File: src/rtl/fpu_cmd_issuer.sv
// fpu_cmd_issuer: queues FPU commands, holds operands for a settle window, returns captured results.
// Optional FPU_CMD_ISSUER_STATS_EN adds saturating stat_ops/stat_exc counters.
module fpu_cmd_issuer #(
    parameter int DEPTH         = 4,
    parameter int SETTLE_CYCLES = 2
) (
    input  logic        clk,
    input  logic        rst_n,
    input  logic        cmd_valid,
    output logic        cmd_ready,
    input  logic [31:0] cmd_a,
    input  logic [31:0] cmd_b,
    input  logic [1:0]  cmd_op,
    output logic        rsp_valid,
    input  logic        rsp_ready,
    output logic [31:0] rsp_result,
    output logic        rsp_overflow,
    output logic        rsp_underflow,
    output logic [31:0] fpu_a,
    output logic [31:0] fpu_b,
    output logic [1:0]  fpu_op,
    input  logic [31:0] fpu_result,
    input  logic        fpu_overflow,
    input  logic        fpu_underflow,
    output logic        busy
`ifdef FPU_CMD_ISSUER_STATS_EN
    ,
    output logic [15:0] stat_ops,
    output logic [15:0] stat_exc
`endif
);
    localparam int AW = $clog2(DEPTH);
    localparam int CW = $clog2(SETTLE_CYCLES + 1);

    typedef enum logic [1:0] {IDLE, ISSUE, RESPOND} state_t;

    state_t        state;
    logic [65:0]   mem [DEPTH];
    logic [AW:0]   wr_ptr, rd_ptr, count;
    logic [CW-1:0] cnt;
    logic          push, pop;

    // pointers carry an extra wrap bit, so count reaches DEPTH exactly when full
    assign count     = wr_ptr - rd_ptr;
    assign cmd_ready = !count[AW];
    assign push      = cmd_valid && cmd_ready;
    assign pop       = state == IDLE && count != '0;
    assign busy      = state != IDLE || count != '0;

    always_ff @(posedge clk)
        if (push) mem[wr_ptr[AW-1:0]] <= {cmd_op, cmd_a, cmd_b};

    always_ff @(posedge clk or negedge rst_n) begin
        if (!rst_n) begin
            state         <= IDLE;
            wr_ptr        <= '0;
            rd_ptr        <= '0;
            cnt           <= '0;
            rsp_valid     <= 1'b0;
            rsp_result    <= '0;
            rsp_overflow  <= 1'b0;
            rsp_underflow <= 1'b0;
            fpu_a         <= '0;
            fpu_b         <= '0;
            fpu_op        <= '0;
        end else begin
            if (push) wr_ptr <= wr_ptr + 1'b1;
            if (pop) rd_ptr <= rd_ptr + 1'b1;
            case (state)
                IDLE: if (pop) begin
                    {fpu_op, fpu_a, fpu_b} <= mem[rd_ptr[AW-1:0]];
                    cnt                    <= CW'(SETTLE_CYCLES - 1);
                    state                  <= ISSUE;
                end
                ISSUE: if (cnt == '0) begin
                    rsp_result    <= fpu_result;
                    rsp_overflow  <= fpu_overflow;
                    rsp_underflow <= fpu_underflow;
                    rsp_valid     <= 1'b1;
                    state         <= RESPOND;
                end else begin
                    cnt <= cnt - 1'b1;
                end
                RESPOND: if (rsp_ready) begin
                    rsp_valid <= 1'b0;
                    state     <= IDLE;
                end
                default: state <= IDLE;
            endcase
        end
    end

`ifdef FPU_CMD_ISSUER_STATS_EN
    logic hs;
    assign hs = rsp_valid && rsp_ready;

    always_ff @(posedge clk or negedge rst_n) begin
        if (!rst_n) begin
            stat_ops <= '0;
            stat_exc <= '0;
        end else begin
            if (hs && stat_ops != 16'hFFFF) stat_ops <= stat_ops + 1'b1;
            if (hs && (rsp_overflow || rsp_underflow) && stat_exc != 16'hFFFF) stat_exc <= stat_exc + 1'b1;
        end
    end
`endif
endmodule
File: config.mk
export PLATFORM = sky130hd
export DESIGN_NAME = fpu_cmd_issuer
export DESIGN_NICKNAME = d
export VERILOG_FILES = /design/src/rtl/fpu_cmd_issuer.sv
export SDC_FILE = /design/constraint.sdc
export NUM_CORES = 1
export LEC_CHECK = 0
export ABC_AREA = 1
export CAP_MARGIN = 20
export CORE_AREA = 5 5 169 171
export DETAILED_ROUTE_END_ITERATION = 8
export DIE_AREA = 0 0 174 176
export PLACE_DENSITY = 0.79
export SLEW_MARGIN = 20
export SYNTH_ARGS = -nofsm -noshare
export SYNTH_HDL_FRONTEND = slang
export SYNTH_SLANG_ARGS = --single-unit
export TNS_END_PERCENT = 5
File: constraint.sdc
create_clock -name clk -period 6.5 [get_ports clk]
set_input_delay 1.3 -clock clk [delete_from_list [all_inputs] [get_ports clk]]
set_output_delay 1.3 -clock clk [all_outputs]
set_load 0.1 [all_outputs]
==> reports/results.txt, run 1 <==
Max-slew violation count -> 0
Seq/Total Area, Yosys -> 0.750
Critical path class -> flip-flop to output pin
Largest net degree at the start of global routing -> 100
HP Class -> flip-flop to flip-flop
Final net count -> 1455
Post-layout min period -> 4.77 ns
CTS tree -> yes
Met3 usage -> 0.0469
First-pass GRT wire length -> 50400 um
Initial antenna violation count -> 2
CTS Sinks -> 375
Max_cap viols -> 0
Synth Net Count -> 1267
Routability Congestion -> 0.775
Share of cells above drive strength 1 -> 0.0583
Vias/cell -> 5.47
Clock Path Buffers -> 3
CP Data Required Time -> 5.20 ns
Post-synth EDFFs -> 264
Critical Path Start Type -> flip-flop
Unrepaired setup endpoints after global routing -> no
# hold bufs at CTS -> 0
DPL Wire Length -> 18300 um
# setup viols final -> 0
M1 GR Usage -> 0.276
Final period util -> 0.734
Peak Freq -> 0.210 GHz
Vias in the first global route -> 9430
Die width -> 174 um
Routed Wire Length -> 31700 um
Initial Util -> 0.534
Worst path bufs/invs -> 2
Fin Setup TNS -> 0 ns
Cell variety after synth -> 25
Post-synthesis instance total -> 1155
GRT overflow -> 0
Post-synth ARST share -> 0.296
Synth top area cells -> edfxtp_1, dfrtp_1, nand2_1
Crit. End Element -> output pin
Wire per inst -> 18.5 um
CTS Buf Count -> 38
Initial DRT Pass Iterations -> 5
Critical Path Slowest Stage Cell -> clkdlybuf4s50_1
H-tree depth -> 2
Status -> completed
Root Buffer -> clkbuf_16
Core Footprint -> 26700 sq um
Met2 usage in global routing -> 0.343
Yosys warning count -> 0
I/O Pins -> 207
Area grow syn2layout -> 24.4%
Clock Pin Slew Worst Setup and Hold Paths -> 0.06 ns
Yosys reg bits -> 375
Area leader, netlist -> edfxtp_1
# DRC -> 0
PortBufs -> 206
Row Count -> 60
Top-count cell post-synth -> edfxtp_1
Worst-margin pin slew -> 1.03 ns
Setup Buffers After CTS -> 0
Clk Latency, worst-skew pair -> 0.52 ns
Critical-path cell list -> ha_1 > fa_1 > inv_1 > nand2_1 > nand3_1 > nand2_1 > nand3_1 > clkdlybuf4s50_1
Crit-path leading delay family -> buffers and inverters
Cell Area, Synth -> 14300 sq um
Post-route ant nets -> 0
Top cell type's share of synthesized area -> 0.555
Relative slew slack -> 0.309
Leading register cell type out of synthesis -> edfxtp_1
Syn avg cell area -> 12.4 sq um
WP data arrival -> 3.47 ns
Final Hold Fails -> 0
# diodes -> 0
Layout Skew -> 0.0150 ns
GRT Max-Usage Layer -> met2
Initial DRC count -> 900
Post-cts resize count -> 0
Crit-path max FO -> 38
Via count -> 9377
Area of the die -> 30600 sq um
Crit-path max cell delay -> 1.18 ns
Tot GR Track Use -> 0.205
Die extent in y -> 176 um
Most instantiated cells after synthesis -> edfxtp_1, nand2_1, nor2_1
worst register-to-register path, cell delays in order (launching register included):
cell	delay (ns)
dfrtp_4	0.64
ha_1	0.28
fa_1	0.40
inv_1	0.09
nand2_1	0.06
nand2_1	0.07
nand2_1	0.05
nand2_1	0.13
nand2_1	0.32
nor2_4	0.77
buf_4	0.65
kinds of logic after synthesis:
| kind of cell | after synthesis | share of synthesized area |
|---|---|---|
| compound gates | 202 | 0.0768 |
| xor+xnor | 2 | 0.00123 |
| fa+ha+maj | 8 | 0.00754 |
| buf+inv | 88 | 0.0308 |
| flops | 375 | 0.750 |
| simple gates | 480 | 0.134 |
per-stage QoR:
step	cell area [sq um]	utilization	instances	hold slack [ns]	setup WS, ns
2_1_floorplan	14300	-	1155	0.469	0.834
3_3_place_gp	16500	0.619	1644	0.454	2.25
3_5_place_dp	16500	0.619	1644	0.459	2.23
4_1_cts	17800	0.665	1713	0.474	1.68
5_1_grt	17800	0.665	1713	0.481	1.50
6_report	17800	0.665	1713	0.468	1.73
layout by cell type (no fill, tap or decap), types with 17 or more instances in the layout:
| cell type | n |
|---|---|
| clkbuf_16 | 39 |
| clkdlybuf4s50_1 | 205 |
| dfrtp_1 | 109 |
| edfxtp_1 | 264 |
| nand2_1 | 261 |
| nand3_1 | 75 |
| nor2_1 | 136 |
| o21ai_0 | 117 |
| o21ai_1 | 17 |
| o22ai_1 | 66 |
worst paths after layout:
check,start,slack (ns),endpoint,cells past startpoint
max reg2reg,rd_ptr[0],2.65,mem[1][34],10
min,rsp_result[15],0.47,rsp_result[15],2
max,rd_ptr[0],1.73,busy,8
min in group asynchronous,rst_n,0.84,rsp_result[10],1
max in group asynchronous,rst_n,4.37,rd_ptr[0],2
min reg2reg,rsp_result[15],0.47,rsp_result[15],2
layout make-up:
cell class / count / area, sq um
Clock buffer: 52 / 1040
Multi-Input combinational cell: 692 / 3180
Inverter: 18 / 70.1
Sequential cell: 375 / 10700
Clock inverter: 17 / 188
Timing Repair Buffer: 218 / 2150
Tap cell: 341 / 427
Fill cell: 1916 / 8960
flip-flops by register name, indices dropped and copies added, names as in the netlist, 2 cells and up:
signal      cells
cnt             2
fpu_a          32
fpu_b          32
fpu_op          2
mem           264
rd_ptr          3
rsp_result     32
state           2
wr_ptr          3
routing by layer:
metal / share of wire / vias up
li1: - / 4431
met1: 0.42 / 4528
met2: 0.49 / 367
met3: 0.077 / 47
met4: 0.018 / 4
met5: 0.00044 / -
Power of run 1 is not shown: default switching activity piles up to over one toggle a cycle in this logic, so the estimate is an artifact.
==> run 2, diff against run 1 <==
--- a/config.mk
+++ b/config.mk
@@ -7,10 +7,10 @@
 export LEC_CHECK = 0
 export ABC_AREA = 1
 export CAP_MARGIN = 20
-export CORE_AREA = 5 5 169 171
+export CORE_AREA = 5 5 177 179
 export DETAILED_ROUTE_END_ITERATION = 8
-export DIE_AREA = 0 0 174 176
-export PLACE_DENSITY = 0.79
+export DIE_AREA = 0 0 182 184
+export PLACE_DENSITY = 0.75
 export SLEW_MARGIN = 20
 export SYNTH_ARGS = -nofsm -noshare
 export SYNTH_HDL_FRONTEND = slang
==> constraint.sdc (replaced) <==
create_clock -name clk -period 4.1 [get_ports clk]
set_input_delay 0.82 -clock clk [delete_from_list [all_inputs] [get_ports clk]]
set_output_delay 0.82 -clock clk [all_outputs]
set_load 0.1 [all_outputs]
==> run 2 against run 1 <==
Via count up 0.93%. Clock skew rose by 0.0098 ns. Largest cell class unchanged. First-iteration DRC count fell by 22%. Critical path depth increased by 1. Non-clock buffer count is 8 higher. Sequential share of layout area down 0.15 points. Hold slack got worse by 0.087 ns. Final cell count up 3.2%. Utilization decreased by 5.9 points. Critical path type unchanged. Count of clock-buffer cells in the layout decreased by 2. Die area up 9.4%. Register-to-register slack got worse by 1.5 ns.
==> reports/results.txt, run 2 (same netlist as run 1, synthesis figures left out) <==
Design area -> 17800 sq um (about the same)
Critical Path Slowest Stage Cell -> fa_1 (was clkdlybuf4s50_1)
Share of cells above drive strength 1 -> 0.0646 (was 0.0583)
CTS Buf Count -> 37 (was 38)
DPL Wire Length -> 19400 um (was 18300 um)
Wire per inst -> 18.6 um (was 18.5 um)
Core Footprint -> 29400 sq um (was 26700 sq um)
Register area -> 10700 sq um (unchanged)
Initial antenna violation count -> 1 (was 2)
Critical Path Start Type -> flip-flop (unchanged)
Tot GR Track Use -> 0.191 (was 0.205)
Crit-path max cell delay -> 0.41 ns (was 1.18 ns)
GRT overflow -> 0 (unchanged)
Area occupied by multi-input gates -> 3180 sq um (unchanged)
Crit. End Element -> output pin (unchanged)
Routed Wire Length -> 32900 um (was 31700 um)
Peak Freq -> 0.300 GHz
Max reg flops -> 264 (unchanged)
Area grow syn2layout -> 24.7% (was 24.4%)
Clk Latency, worst-skew pair -> 0.52 ns (about the same)
Critical path class -> flip-flop to output pin (unchanged)
Most frequent cells in the layout -> edfxtp_1, nand2_1, clkdlybuf4s50_1, nor2_1, o21ai_0 (unchanged)
CTS Sinks -> 375 (unchanged)
Clock Pin Slew Worst Setup and Hold Paths -> 0.06 ns (about the same)
Clock Path Buffers -> 3 (unchanged)
Largest net degree at the start of global routing -> 84 (was 100)
Max-slew violation count -> 0 (unchanged)
Crit-path max FO -> 4 (was 38)
Most common cell after layout, fill and taps aside -> edfxtp_1 (unchanged)
WP data arrival -> 2.51 ns (was 3.47 ns)
Post-route ant nets -> 0 (unchanged)
# setup viols final -> 0 (unchanged)
Area of the die -> 33500 sq um (was 30600 sq um)
Row Count -> 63 (was 60)
Crit-path leading delay family -> adder cells (was buffers and inverters)
DP Area -> 16700 sq um (was 16500 sq um)
Root Buffer -> clkbuf_16 (unchanged)
Status -> completed (unchanged)
First-pass GRT wire length -> 51000 um (was 50400 um)
Initial DRC count -> 701 (was 900)
Unrepaired setup endpoints after global routing -> no (unchanged)
Via count -> 9464 (was 9377)
Routability Congestion -> 0.846 (was 0.775)
Post-cts resize count -> 0 (unchanged)
HP Class -> input port to async pin (was flip-flop to flip-flop)
Post-layout min period -> 3.33 ns
Relative slew slack -> 0.303 (was 0.309)
FILL cells -> 2214 (was 1916)
# diodes -> 0 (unchanged)
Worst-margin pin slew -> 1.04 ns (was 1.03 ns)
WHS -> 0.381 ns (was 0.468 ns)
CTS tree -> yes (unchanged)
Fin Setup TNS -> 0 ns (unchanged)
Die width -> 182 um (was 174 um)
Die extent in y -> 184 um (was 176 um)
I/O Pins -> 207 (unchanged)
# DRC -> 0 (unchanged)
Initial DRT Pass Iterations -> 5 (unchanged)
H-tree depth -> 2 (unchanged)
Max_cap viols -> 0 (unchanged)
CP Data Required Time -> 3.28 ns (was 5.20 ns)
Worst path bufs/invs -> 3 (was 2)
Setup Buffers After CTS -> 0 (unchanged)
Final period util -> 0.812
Final Hold Fails -> 0 (unchanged)
Layout Skew -> 0.0247 ns (was 0.0150 ns)
Critical-path cell list -> inv_1 > ha_1 > fa_1 > inv_1 > nand2_1 > nand3_1 > nand2_1 > nand3_1 > buf_4 (was ha_1 > fa_1 > inv_1 > nand2_1 > nand3_1 > nand2_1 > nand3_1 > clkdlybuf4s50_1)
Final net count -> 1462 (was 1455)
PortBufs -> 206 (unchanged)
Vias/cell -> 5.36 (was 5.47)
# hold bufs at CTS -> 0 (unchanged)
Initial Util -> 0.486 (was 0.534)
Vias in the first global route -> 9428 (was 9430)
## run 2: path summary, 6_finish.rpt
check / startpoint / end / slack [ns] / cells past startpoint
min in group clk: rsp_result[10] / rsp_result[10] / 0.47 / 2
max: wr_ptr[0] / busy / 0.77 / 9
max reg2reg: wr_ptr[0] / mem[1][10] / 1.10 / 11
min: rst_n / rsp_result[15] / 0.38 / 1
max in group asynchronous: rst_n / fpu_b[28] / 2.79 / 2
min reg2reg: rsp_result[10] / rsp_result[10] / 0.47 / 2
## run 2: metal layers
layer / global-route usage / up-vias / part of all wire
li1: - / 4442 / -
met1: 0.264 / 4587 / 0.43
met2: 0.313 / 392 / 0.48
met3: 0.0414 / 41 / 0.073
met4: 0.0465 / 2 / 0.016
met5: 0 / - / 0.00040
## run 2: final cells by class
class                      count  area share
multi-input combinational    692       0.178
tap                          390      0.0274
sequential                   375       0.601
clock buffer                  50      0.0570
inverter                      18     0.00393
timing repair buffer         226       0.124
clock inverter                16     0.00808
## run 2: worst register-to-register path: stages (launching register included)
cell and delay, ns:
dfrtp_1 0.39, inv_1 0.11, ha_1 0.24, fa_1 0.42, inv_1 0.09, nand2_1 0.07, nand2_1 0.07, nand2_1 0.04
nand2_1 0.10, nand2_1 0.32, nor2_4 0.18, buf_4 0.53
## run 2: metrics by stage
step	cells	setup WS, ns	utilization
final	1767	0.770	0.606
after global routing	1767	0.641	0.606
after CTS	1767	0.744	0.606
after detailed placement	1701	1.19	0.566
after global placement	1701	1.26	0.566
after floorplan	1155	-0.515	-
Power of run 2 is left out for the same reason.
==> run 3, diff against run 2 <==
==> constraint.sdc (replaced) <==
create_clock -name clk -period 2.7 [get_ports clk]
set_input_delay 0.54 -clock clk [delete_from_list [all_inputs] [get_ports clk]]
set_output_delay 0.54 -clock clk [all_outputs]
set_load 0.1 [all_outputs]
==> run 3 against run 2 <==
The run now ends with negative setup slack left. Worst setup slack got worse by 0.82 ns. Via count up 0.20%. Wire length down 0.94%. Hold slack improved by 0.048 ns. First-iteration DRC count shrank 3.1%. Global-route usage hardly changed. Flip-flop and latch count unchanged. Die area unchanged.
==> reports/results.txt, run 3 (same netlist as run 1, synthesis figures left out) <==
Status -> complete, but fails checks (was completed)
Failing checks -> negative setup slack
Max_cap viols -> 0 (unchanged)
Wire per inst -> 18.2 um (was 18.6 um)
Via count -> 9483 (was 9464)
Fin Setup TNS -> -0.0529 ns (was 0 ns)
Clock Path Buffers -> 3 (unchanged)
Initial DRT Pass Iterations -> 5 (unchanged)
Critical Path Start Type -> flip-flop (unchanged)
First-pass GRT wire length -> 51300 um (was 51000 um)
Final Hold Fails -> 0 (unchanged)
R2R cell count -> 9 (was 11)
Crit-path max cell delay -> 0.48 ns (was 0.41 ns)
Final period util -> 1.02
Routed Wire Length -> 32600 um (was 32900 um)
Routability Congestion -> 0.801 (was 0.846)
Final net count -> 1475 (was 1462)
Peak Freq -> 0.363 GHz
Most common cell after layout, fill and taps aside -> edfxtp_1 (unchanged)
Critical Path Slowest Stage Cell -> dfrtp_4 (was fa_1)
Critical R2R Capture -> mem[3][55] (was mem[1][10])
Crit-path leading delay family -> adder cells (unchanged)
Share of cells above drive strength 1 -> 0.155 (was 0.0646)
Worst-margin pin slew -> 0.892 ns (was 1.04 ns)
Vias in the first global route -> 9524 (was 9428)
Max-slew violation count -> 0 (unchanged)
Die width -> 182 um (unchanged)
GRT overflow -> 0 (unchanged)
Initial antenna violation count -> 4 (was 1)
Vias/cell -> 5.31 (was 5.36)
Root Buffer -> clkbuf_16 (unchanged)
PortBufs -> 206 (unchanged)
Unrepaired setup endpoints after global routing -> yes (was no)
HP Class -> input port to async pin (unchanged)
# setup viols final -> 1 (was 0)
Max reg flops -> 264 (unchanged)
Die extent in y -> 184 um (unchanged)
Worst flop-to-flop path startpoint -> rd_ptr[0] (was wr_ptr[0])
Tot GR Track Use -> 0.191 (about the same)
# DRC -> 0 (unchanged)
Clock Pin Slew Worst Setup and Hold Paths -> 0.06 ns (about the same)
Post-route ant nets -> 0 (unchanged)
Most frequent cells in the layout -> edfxtp_1, nand2_1, nor2_1, buf_4, o21ai_0 (was edfxtp_1, nand2_1, clkdlybuf4s50_1, nor2_1, o21ai_0)
Area grow syn2layout -> 25.8% (was 24.7%)
Worst path bufs/invs -> 1 (was 3)
DPL Wire Length -> 19500 um (was 19400 um)
CP Data Required Time -> 2.16 ns (was 3.28 ns)
Area of the die -> 33500 sq um (unchanged)
FILL cells -> 2220 (was 2214)
H-tree depth -> 2 (unchanged)
Crit-path max FO -> 3 (was 4)
CTS Sinks -> 375 (unchanged)
Initial DRC count -> 679 (was 701)
Placed instance count -> 1709 (was 1701)
Setup WS post-layout -> -0.0529 ns (was 0.770 ns)
Initial Util -> 0.486 (unchanged)
Largest net degree at the start of global routing -> 86 (was 84)
Row Count -> 63 (unchanged)
Final instance count without filler cells -> 1785 (was 1767)
I/O Pins -> 207 (unchanged)
Post-layout min period -> 2.75 ns
CTS Buf Count -> 38 (was 37)
Reg2Reg Setup Slack -> 0.18 ns (was 1.10 ns)
Critical-path cell list -> ha_4 > fa_2 > nand2_1 > nand3_2 > nand2_8 > nand3_4 > buf_12 (was inv_1 > ha_1 > fa_1 > inv_1 > nand2_1 > nand3_1 > nand2_1 > nand3_1 > buf_4)
Relative slew slack -> 0.405 (was 0.303)
Critical path class -> flip-flop to output pin (unchanged)
Clk Latency, worst-skew pair -> 0.52 ns (about the same)
WP data arrival -> 2.21 ns (was 2.51 ns)
Core Footprint -> 29400 sq um (unchanged)
CTS tree -> yes (unchanged)
Crit. End Element -> output pin (unchanged)
Layout Skew -> 0.0141 ns (was 0.0247 ns)
-- run 3: layout make-up --
cell class	instances	area, sq um	area share
antenna	2	5.00	0.000279
clock buffer	49	1050	0.0587
clock inverter	21	198	0.0110
inverter	18	70.1	0.00390
multi-input combinational	692	3260	0.181
sequential	375	10700	0.596
tap	390	488	0.0272
timing repair buffer	238	2180	0.121
-- run 3: timing repair --
action,CTS,global route
pin swaps,3,1
buffers inserted,2,1
hold buffers,1,0
endpoints found under the hold margin,14,0
setup endpoints to repair,2,2
resized for setup,2,2
-- run 3: how the worst max path moves through the flow --
| stage | startpoint | endpoint | slack, ns | depth (start not counted) |
|---|---|---|---|---|
| after CTS | rd_ptr[0] | busy | -0.07 | 9 |
| after global placement | rd_ptr[0] | busy | 0.24 | 9 |
| after floorplan | wr_ptr[0] | mem[3][0] | -0.29 | 10 |
| after detailed placement | rd_ptr[0] | busy | 0.24 | 9 |
| final | rd_ptr[0] | busy | -0.05 | 7 |
| after global routing | rd_ptr[0] | busy | -0.16 | 9 |
-- run 3: per-stage QoR --
step / util / worst slack (ns) / cell area (sq um) / hold WS (ns)
3_5_place_dp: 0.566 / 0.236 / 16700 / 0.411
4_1_cts: 0.610 / -0.0740 / 17900 / 0.414
2_1_floorplan: - / -0.294 / 14400 / 0.244
6_report: 0.611 / -0.0529 / 18000 / 0.429
5_1_grt: 0.611 / -0.160 / 18000 / 0.427
3_3_place_gp: 0.566 / 0.243 / 16700 / 0.412
-- run 3: layer usage --
layer	vias to the layer above	share of wire	global-route usage
li1	4471	-	-
met1	4609	0.42	0.257
met2	341	0.48	0.313
met3	58	0.077	0.0463
met4	4	0.023	0.0537
met5	-	0.00080	0
Power of run 3 is left out for the same reason.
